==> src/rtl/dcache_direct_wb_if.sv <==
// dcache_direct_wb_if
//   Bundles the processor-side (MEM stage) request/response signals and the
//   memory-side line transfer signals of the direct-mapped data cache.
//   Ports (by group):
//     processor : proc_read, proc_write, proc_addr[29:0], proc_wdata[31:0]
//                 -> cache; proc_rdata[31:0], proc_stall <- cache
//     memory    : mem_read, mem_write, mem_addr[27:0], mem_wdata[127:0]
//                 <- cache; mem_rdata[127:0], mem_ready -> cache
//   Modports: slave = cache side, master = processor/memory environment.
interface dcache_direct_wb_if;
  logic         proc_read;
  logic         proc_write;
  logic [29:0]  proc_addr;
  logic [31:0]  proc_wdata;
  logic [31:0]  proc_rdata;
  logic         proc_stall;
  logic         mem_read;
  logic         mem_write;
  logic [27:0]  mem_addr;
  logic [127:0] mem_wdata;
  logic [127:0] mem_rdata;
  logic         mem_ready;

  modport slave (
    input  proc_read, proc_write, proc_addr, proc_wdata,
    output proc_rdata, proc_stall,
    output mem_read, mem_write, mem_addr, mem_wdata,
    input  mem_rdata, mem_ready
  );

  modport master (
    output proc_read, proc_write, proc_addr, proc_wdata,
    input  proc_rdata, proc_stall,
    input  mem_read, mem_write, mem_addr, mem_wdata,
    output mem_rdata, mem_ready
  );
endinterface

==> src/rtl/dcache_direct_wb.sv <==
// dcache_direct_wb
//   Direct-mapped, write-back, write-allocate data cache between the MEM
//   stage and slow data memory. 32-bit word accesses, 128-bit line transfers,
//   pipeline stalled while a miss is being serviced.
//   Ports:
//     clk   : clock, all state updates on the rising edge
//     rst_n : asynchronous active-low reset
//     bus   : dcache_direct_wb_if.slave (processor request/response and
//             memory line read/write handshake)
//   Parameter NUM_LINES: number of lines, power of two in 2..64.
//
//   state     | meaning
//   ----------+-----------------------------------------------------------
//   IDLE      | serve hits; on a miss choose write-back or direct fill
//   WRITEBACK | dirty victim line being written to memory
//   ALLOCATE  | requested line being fetched from memory
module dcache_direct_wb #(
  parameter int NUM_LINES = 8
) (
  input  logic               clk,
  input  logic               rst_n,
  dcache_direct_wb_if.slave  bus
);
  localparam int IDX_W = $clog2(NUM_LINES);
  localparam int TAG_W = 28 - IDX_W;

  typedef enum logic [1:0] {IDLE, WRITEBACK, ALLOCATE} state_t;

  state_t state_q, state_d;

  logic [NUM_LINES-1:0] valid_q;
  logic [NUM_LINES-1:0] dirty_q;
  logic [TAG_W-1:0]     tag_q  [NUM_LINES];
  logic [127:0]         data_q [NUM_LINES];

  logic [IDX_W-1:0] idx;
  logic [TAG_W-1:0] req_tag;
  logic [1:0]       word_sel;
  logic             req;
  logic             hit;

  logic [3:0][31:0] line_words;
  logic [3:0][31:0] merged_line;

  logic         stall;
  logic [31:0]  rdata;
  logic         mem_read;
  logic         mem_write;
  logic [27:0]  mem_addr;
  logic [127:0] mem_wdata;
  logic         wr_hit;
  logic         fill;
  logic         wb_done;

  assign idx      = bus.proc_addr[IDX_W+1:2];
  assign req_tag  = bus.proc_addr[29:IDX_W+2];
  assign word_sel = bus.proc_addr[1:0];
  assign req      = bus.proc_read | bus.proc_write;
  assign hit      = valid_q[idx] && (tag_q[idx] == req_tag);

  assign line_words = data_q[idx];

  always_comb begin
    merged_line           = line_words;
    merged_line[word_sel] = bus.proc_wdata;
  end

  // Memory outputs are decoded from the state and the (held) request address,
  // so they stay constant for the whole transfer.
  always_comb begin
    state_d   = state_q;
    stall     = 1'b0;
    rdata     = 32'h0;
    mem_read  = 1'b0;
    mem_write = 1'b0;
    mem_addr  = 28'h0;
    mem_wdata = 128'h0;
    wr_hit    = 1'b0;
    fill      = 1'b0;
    wb_done   = 1'b0;
    case (state_q)
      IDLE: begin
        if (req) begin
          if (hit) begin
            // write wins when read and write are both requested
            if (bus.proc_write) wr_hit = 1'b1;
            else                rdata  = line_words[word_sel];
          end else begin
            stall = 1'b1;
            if (valid_q[idx] && dirty_q[idx]) state_d = WRITEBACK;
            else                              state_d = ALLOCATE;
          end
        end
      end
      WRITEBACK: begin
        stall     = 1'b1;
        mem_write = 1'b1;
        mem_addr  = {tag_q[idx], idx};
        mem_wdata = data_q[idx];
        if (bus.mem_ready) begin
          wb_done = 1'b1;
          state_d = ALLOCATE;
        end
      end
      ALLOCATE: begin
        stall    = 1'b1;
        mem_read = 1'b1;
        mem_addr = {req_tag, idx};
        if (bus.mem_ready) begin
          fill    = 1'b1;
          state_d = IDLE;
        end
      end
      default: state_d = IDLE;
    endcase
  end

  always_ff @(posedge clk or negedge rst_n) begin
    if (!rst_n) state_q <= IDLE;
    else        state_q <= state_d;
  end

  always_ff @(posedge clk or negedge rst_n) begin
    if (!rst_n) begin
      valid_q <= '0;
      dirty_q <= '0;
    end else if (fill) begin
      valid_q[idx] <= 1'b1;
      dirty_q[idx] <= 1'b0;
    end else if (wb_done) begin
      dirty_q[idx] <= 1'b0;
    end else if (wr_hit) begin
      dirty_q[idx] <= 1'b1;
    end
  end

  // Tag and data arrays carry no reset; valid_q gates their use.
  always_ff @(posedge clk) begin
    if (fill) begin
      tag_q[idx]  <= req_tag;
      data_q[idx] <= bus.mem_rdata;
    end else if (wr_hit) begin
      data_q[idx] <= merged_line;
    end
  end

  assign bus.proc_stall = stall;
  assign bus.proc_rdata = rdata;
  assign bus.mem_read   = mem_read;
  assign bus.mem_write  = mem_write;
  assign bus.mem_addr   = mem_addr;
  assign bus.mem_wdata  = mem_wdata;
endmodule

==> src/flat_wrapper.sv <==
// flat-port wrapper written by rule: the top's interface ports become plain ports
module dcache_direct_wb_flat 
#(
  parameter int NUM_LINES = 8
)
  (clk, rst_n, bus_proc_read, bus_proc_write, bus_proc_addr, bus_proc_wdata, bus_proc_rdata, bus_proc_stall, bus_mem_read, bus_mem_write, bus_mem_addr, bus_mem_wdata, bus_mem_rdata, bus_mem_ready);
  dcache_direct_wb_if bus_i ();
  input  logic clk;
  input  logic rst_n;
  input wire logic [$bits(bus_i.proc_read)-1:0] bus_proc_read;
  input wire logic [$bits(bus_i.proc_write)-1:0] bus_proc_write;
  input wire logic [$bits(bus_i.proc_addr)-1:0] bus_proc_addr;
  input wire logic [$bits(bus_i.proc_wdata)-1:0] bus_proc_wdata;
  output wire logic [$bits(bus_i.proc_rdata)-1:0] bus_proc_rdata;
  output wire logic [$bits(bus_i.proc_stall)-1:0] bus_proc_stall;
  output wire logic [$bits(bus_i.mem_read)-1:0] bus_mem_read;
  output wire logic [$bits(bus_i.mem_write)-1:0] bus_mem_write;
  output wire logic [$bits(bus_i.mem_addr)-1:0] bus_mem_addr;
  output wire logic [$bits(bus_i.mem_wdata)-1:0] bus_mem_wdata;
  input wire logic [$bits(bus_i.mem_rdata)-1:0] bus_mem_rdata;
  input wire logic [$bits(bus_i.mem_ready)-1:0] bus_mem_ready;
  assign bus_i.proc_read = bus_proc_read;
  assign bus_i.proc_write = bus_proc_write;
  assign bus_i.proc_addr = bus_proc_addr;
  assign bus_i.proc_wdata = bus_proc_wdata;
  assign bus_proc_rdata = bus_i.proc_rdata;
  assign bus_proc_stall = bus_i.proc_stall;
  assign bus_mem_read = bus_i.mem_read;
  assign bus_mem_write = bus_i.mem_write;
  assign bus_mem_addr = bus_i.mem_addr;
  assign bus_mem_wdata = bus_i.mem_wdata;
  assign bus_i.mem_rdata = bus_mem_rdata;
  assign bus_i.mem_ready = bus_mem_ready;
  dcache_direct_wb #(.NUM_LINES(NUM_LINES)) u_core (.clk(clk), .rst_n(rst_n), .bus(bus_i));
endmodule
==> config.mk <==
export PLATFORM = sky130hd
export DESIGN_NAME = dcache_direct_wb_flat
export DESIGN_NICKNAME = d
export VERILOG_FILES = /design/src/rtl/dcache_direct_wb_if.sv /design/src/rtl/dcache_direct_wb.sv /design/src/flat_wrapper.sv
export SDC_FILE = /design/constraint.sdc
export NUM_CORES = 1
export LEC_CHECK = 0
export ABC_CLOCK_PERIOD_IN_PS = 23900
export CORE_ASPECT_RATIO = 1.75
export CORE_UTILIZATION = 30
export DETAILED_ROUTE_END_ITERATION = 16
export HOLD_SLACK_MARGIN = 0.05
export PLACE_DENSITY_LB_ADDON = 0.08
export SLEW_MARGIN = 30
export SYNTH_ARGS = -nofsm -noshare
export SYNTH_HDL_FRONTEND = slang
export SYNTH_SLANG_ARGS = --single-unit
==> constraint.sdc <==
create_clock -name clk -period 23.9 [get_ports clk]
set_input_delay 2.39 -clock clk [delete_from_list [all_inputs] [get_ports clk]]
set_output_delay 2.39 -clock clk [all_outputs]
set_load 0.005 [all_outputs]
* Yosys cells after proc, flatten, opt, wreduce, memory -nomap -nowiden *
Memory sizes are Yosys's and may differ from the RTL's.
Cells that the tools add are included.

cells by class
  add/subtract/negate cells = 0
  multiply operators = 0
  divide/modulo/power cells = 0
  order comparisons = 4
  eq/ne operators = 7
  shift-type cells = 0
  muxes and demuxes = 44
  bitwise operators = 6
  reduce and logical (&&, ||, !) cells = 8

operator list
  cell                number
  $mux 128            2
  $mux 32             6
  $bwmux 128          1
  $bmux 32 s2         1
  $demux 32 s2        1
  $pmux 28 s2         1
  $eq 25x25->1        1
  $mux 8              3
  $mux 1              19
  $or 8x8->8          2
  $mux 2              5
  $and 8x8->8         1
  $not 8->8           1
  $bmux 1 s3          2
  $ne 2x2->1 const B  3
  $pmux 2 s3          1
  $logic_and 1x1->1   4
  $lt 3x4->1 const B  1
  $reduce_and 4->1    1
  $demux 1 s3         1
  $ge 3x1->1 const B  1
  $lt 2x3->1 const B  1
  $reduce_bool 3->1   1
  $eq 2x1->1 const B  1
  7 further kinds     8

word-level totals
  flip-flop bits (word level) = 18
  bits in latches = 0
  RAM bits = 1224
  memory bits (read-only) = 0
  input bits = 195
  output and inout bits = 191
  logic and storage cells = 74
  memories = 2

memory list
  name           words  width  rd ports  clocked after Yosys merged registers in  wr ports  line                    text
  u_core.data_q  8      128    1         0                                        1         dcache_direct_wb.sv:34  logic [127:0] data_q [NUM_LINES];
  u_core.tag_q   8      25     1         0                                        1         dcache_direct_wb.sv:33  logic [TAG_W-1:0] tag_q [NUM_LINES];

* Depth between registers and ports, before layout *
  depth after elaboration = 10
  mapped depth = 16
  mapped depth without buffers = 8

* Worst setup path before layout *
OpenSTA, ideal clock, no wires.

  path type = input -> register
  from = input port bus_proc_addr[2]
  to = memory u_core.data_q[2][0] (enable)
  setup time = 0.771 ns
  arrival time = 13.311 ns
  slack = 9.818 ns
  stages on the path = 10
  path through = buf_6 -> buf_6 -> mux4_2 -> mux2i_4 -> xnor2_1 -> a2111oi_4 -> nand4_2 -> nor4_4 -> a21oi_1 -> nor3_1

between the ends
  cells in the longest elaborated chain, start to end = 10

ends and longest elaborated chain
  element                                            line                     text
  start, declared                                    flat_wrapper.sv:12       input wire logic [$bits(bus_i.proc_addr)-1:0] bus_proc_addr;
  $mem_v2 8x25 / $bmux 1 s3 (equally long branches)  --
  $eq 25x25->1 / $mux 1 (equally long branches)      dcache_direct_wb.sv:59   assign hit = valid_q[idx] && (tag_q[idx] == req_tag);
  $logic_and 1x1->1                                  dcache_direct_wb.sv:59
  $mux 1                                             dcache_direct_wb.sv:84   if (hit) begin
  $mux 1                                             dcache_direct_wb.sv:83   if (req) begin
  $mux 1                                             dcache_direct_wb.sv:81   case (state_q)
  $mux 1                                             dcache_direct_wb.sv:142  end else if (wr_hit) begin
  $mux 1                                             dcache_direct_wb.sv:139  if (fill) begin
  $mux 1 (not written as such)                       dcache_direct_wb.sv:143  data_q[idx] <= merged_line;
  $or 1x1->1 (no line)                               --
  end, declared                                      dcache_direct_wb.sv:34

Parallel ways exist; a longest one is shown, timed or not. The select of a mux whose other input is x is not followed.

* Worst setup path after layout *
  from = input port bus_proc_addr[2]
  to = output port bus_proc_rdata[8]

between the ends
  cells in the longest elaborated chain, start to end = 7

ends and longest elaborated chain
  element                        line                    text
  $mem_v2 8x128                  --
  $bmux 32 s2                    dcache_direct_wb.sv:87  else rdata = line_words[word_sel];
  $mux 32 (not written as such)  dcache_direct_wb.sv:87
  $mux 32                        dcache_direct_wb.sv:86  if (bus.proc_write) wr_hit = 1'b1;
  $mux 32 *                      dcache_direct_wb.sv:84
  $mux 32 *                      dcache_direct_wb.sv:83
  $mux 32 *                      dcache_direct_wb.sv:81
  end, declared                  flat_wrapper.sv:14      output wire logic [$bits(bus_i.proc_rdata)-1:0] bus_proc_rdata;

Every way passes the cells marked *; elsewhere a longest branch is shown, timed or not. The select of a mux whose other input is x is not followed.

==> results.sh <==
export IMPL_ys_types=55
export IMPL_cts_buffer_depth=3
export IMPL_synth_net_count=3259
export IMPL_finalSetupTns_ns=0
export IMPL_cts_resized=0
export IMPL_routed_via_count=30400
export IMPL_initial_utilization_pct=30.2
export IMPL_crit_path_max_incr_delay_ns=0.62
export IMPL_final_hold_violation_count=0
export IMPL_synth_top_family_by_area="compound AO/OA/AOI/OAI gates"
export IMPL_critPathMaxFanout=43
export IMPL_vdd_drop_max_uv=59.1
export IMPL_period_share_pct=41.8
export IMPL_gp_congestion=0.768
export IMPL_cp_slowest_cell="nand4_1"
export IMPL_die_w_um=313
export IMPL_place_area_um2=57300
export IMPL_fin_area_um2=61200
export IMPL_status="finished, final reports clean"
export IMPL_r2r_setup_slack_ns=18.10
export IMPL_die_area_um2=171000
export IMPL_num_io_pins=386
export IMPL_layout_commonest_cell="edfxtp_1"
export IMPL_p_per_area_nw_per_um2=79.8
export IMPL_cts_tree="built"
export IMPL_tightest_slew_ns=1.01
export IMPL_seq_area_frac_synth_pct=73.3
export IMPL_root_buffer="clkbuf_16"
export IMPL_grt_remaining_overflow=0
export IMPL_grt_total_usage_pct=19.5
export IMPL_synthTopCellsByArea="edfxtp_1 (72%), a22oi_1 (3.7%), mux2_4 (3.5%)"
export IMPL_synth_compound_area_share_pct=10.6
export IMPL_synth_simple_area_share_pct=5.10
export IMPL_area_delta_synth_final_pct=20.6
export IMPL_clkLatencyLatePin_ns=0.74
export IMPL_synth_flop_cell="edfxtp_1"
export IMPL_coreArea_um2=168000
export IMPL_avgRoutedWirePerCell_um=29.5
export IMPL_h_tree_depth=3
export IMPL_synth_top_cell_area_share_pct=72.4
export IMPL_num_rows=199
export IMPL_synthMuxAreaShare_pct=8.70
export IMPL_hold_slack_ns=0.471
export IMPL_ff_latch_area_um2=37200
export IMPL_finalCriticalPeriod_ns=9.99
export IMPL_timing_rr_end="u_core.data_q[7][81]"
export IMPL_post_cts_buffers=0
export IMPL_avgSynthCellArea_um2=16.6
export IMPL_routed_wl_mm=170
export IMPL_layout_drive_gt1_share_pct=15.2
export IMPL_ys_seq_elements=1242
export IMPL_worstPathRequired_ns=21.51
export IMPL_rsz0062_at_grt="no"
export IMPL_max_freq_mhz=100
export IMPL_synth_xor_xnor_area_share_pct=0.259
export IMPL_p_leak_uw=0.0198
export IMPL_portBuffers=385
export IMPL_r2r_start="u_core.tag_q[4][13]"
export IMPL_hold_depth=1
export IMPL_most_common_layout_cells="edfxtp_1 (1224), clkdlybuf4s50_1 (379), nor2_1 (253)"
export IMPL_crit_arrival_ns=7.59
export IMPL_synth_adder_area_share_pct=0.0986
export IMPL_yosys_warnings=0
export IMPL_firstDrtPassIters=6
export IMPL_first_global_vias=32200
export IMPL_drcViolationCount=0
export IMPL_multi_input_area_um2=12700
export IMPL_hold_class="register to register"
export IMPL_path_clk_slew_ns=0.07
export IMPL_fillers=15800
export IMPL_min_from="u_core.valid_q[2]"
export IMPL_critPathCaptureType="output port"
export IMPL_min_to="u_core.valid_q[2]"
export IMPL_synth_top_area_cell="edfxtp_1"
export IMPL_relSlewSlack_pct=33.0
export IMPL_antenna_found_initial=18
export IMPL_viasPerCell=5.30
export IMPL_dp_hpwl_mm=97.5
export IMPL_grt_pass1_wl_mm=240
export IMPL_layout_nets=3629
export IMPL_clock_sinks=1242
export IMPL_final_setup_skew_ns=0.0483
export IMPL_cp_start_kind="input port"
export IMPL_slew_violations=0
export IMPL_cts_buffers=117
export IMPL_setup_viol=0
export IMPL_synth_cell_area_um2=50800
export IMPL_cp_top_family="buffers and inverters"
export IMPL_first_iter_violations=2487
export IMPL_cp_num_buf_inv=5
export IMPL_critPathKind="input port to output port"
export IMPL_cp_depth=13
export IMPL_ant_nets=0
export IMPL_synthCells=3060
export IMPL_drv_cap=0
export IMPL_die_h_um=546
export IMPL_grt_max_degree=114
export IMPL_cp_cell_sequence="buf_6 > buf_4 > buf_4 > mux4_2 > mux2_2 > xor2_1 > nor2_1 > nand4_2 > nor2_1 > nand4_1 > buf_4 > nor2_1 > clkdlybuf4s50_1"
export IMPL_synth_edf_count=1224
export IMPL_reg2reg_depth=12
export IMPL_postCtsHoldBufs=0
export IMPL_async_flop_share_pct=1.45
==> sequential cells by signal (all words and copies together), names as in the netlist, named ones only <==
register	count
u_core.state_q	2
u_core.valid_q	8
u_core.tag_q	200
u_core.data_q	1024
==> routing by layer <==
| metal | GRT usage [%] | share of wire (%) |
|---|---|---|
| met2 | 32.9 | 48 |
| met3 | 3.32 | 5.9 |
| met1 | 25.9 | 44 |
| met4 | 4.47 | 2.0 |
| met5 | 0 | 0.063 |
==> worst max path at each step <==
stage | to | startpoint
after detailed placement | bus_proc_rdata[8] | bus_proc_addr[2]
final | bus_proc_rdata[8] | bus_proc_addr[2]
after global routing | bus_proc_rdata[5] | bus_proc_addr[2]
after CTS | bus_proc_rdata[8] | bus_proc_addr[2]
after global placement | bus_proc_rdata[29] | bus_proc_addr[2]
after floorplan | u_core.data_q[2][0] | bus_proc_addr[2]
==> logic make-up after synthesis <==
group                      after synthesis
adders and majority gates                4
xor gates and xnor gates                15
buffers and inverters                  223
AOI/OAI and AO/OA                      726
DFF                                   1242
and+or+nand+nor                        539
muxes                                  311
==> synthesized netlist by cell type (4+ instances only) <==
| cell | n |
|---|---|
| edfxtp_1 | 1224 |
| nor2_1 | 268 |
| a22oi_1 | 247 |
| clkbuf_1 | 162 |
| a221oi_1 | 140 |
| a22o_1 | 128 |
| mux2_4 | 120 |
| a21oi_1 | 119 |
| and3_1 | 102 |
| mux2i_1 | 86 |
| mux2_2 | 54 |
| nand2_1 | 54 |
| o21ai_0 | 53 |
| mux4_2 | 50 |
| and2_1 | 27 |
| nor2b_1 | 22 |
| nor3_1 | 22 |
| buf_2 | 18 |
| dfrtp_1 | 18 |
| buf_1 | 16 |
| buf_6 | 16 |
| xnor2_1 | 12 |
| or2_2 | 11 |
| o22ai_1 | 9 |
| a31oi_1 | 6 |
| inv_1 | 6 |
| and4_1 | 5 |
| buf_4 | 5 |
| nand2b_1 | 5 |
| a32oi_1 | 4 |
| ha_1 | 4 |
| nand3_1 | 4 |
| o21a_1 | 4 |
==> cell type report <==
| type | count | area share (%) |
|---|---|---|
| well taps | 2211 | 4.52 |
| multi-input cells | 1595 | 20.8 |
| clock inverters | 83 | 1.49 |
| clock buffers | 136 | 4.90 |
| repair buffers | 468 | 7.47 |
| inverters | 6 | 0.0409 |
| flip-flops and latches | 1242 | 60.7 |
| diodes | 5 | 0.0204 |
==> power by group <==
part           switching, uW  internal [uW]  leakage, uW
Sequential              17.6           2470       0.0113
Combinational            299            184      0.00659
Clock                    840           1080      0.00190
==> per-stage QoR <==
| stage | instances | worst slack (ns) | utilization (%) | total power, uW |
|---|---|---|---|---|
| detailed placement | 5522 | 13.84 | 34.1 | 3030 |
| global route | 5743 | 13.73 | 36.4 | 5050 |
| CTS | 5741 | 13.81 | 36.4 | 4950 |
| finish | 5746 | 13.92 | 36.4 | 4890 |
| floorplan | 3060 | 9.82 | - | 2800 |
| global placement | 5519 | 13.88 | 34.1 | 3020 |
(Power assumes the default switching activity.)
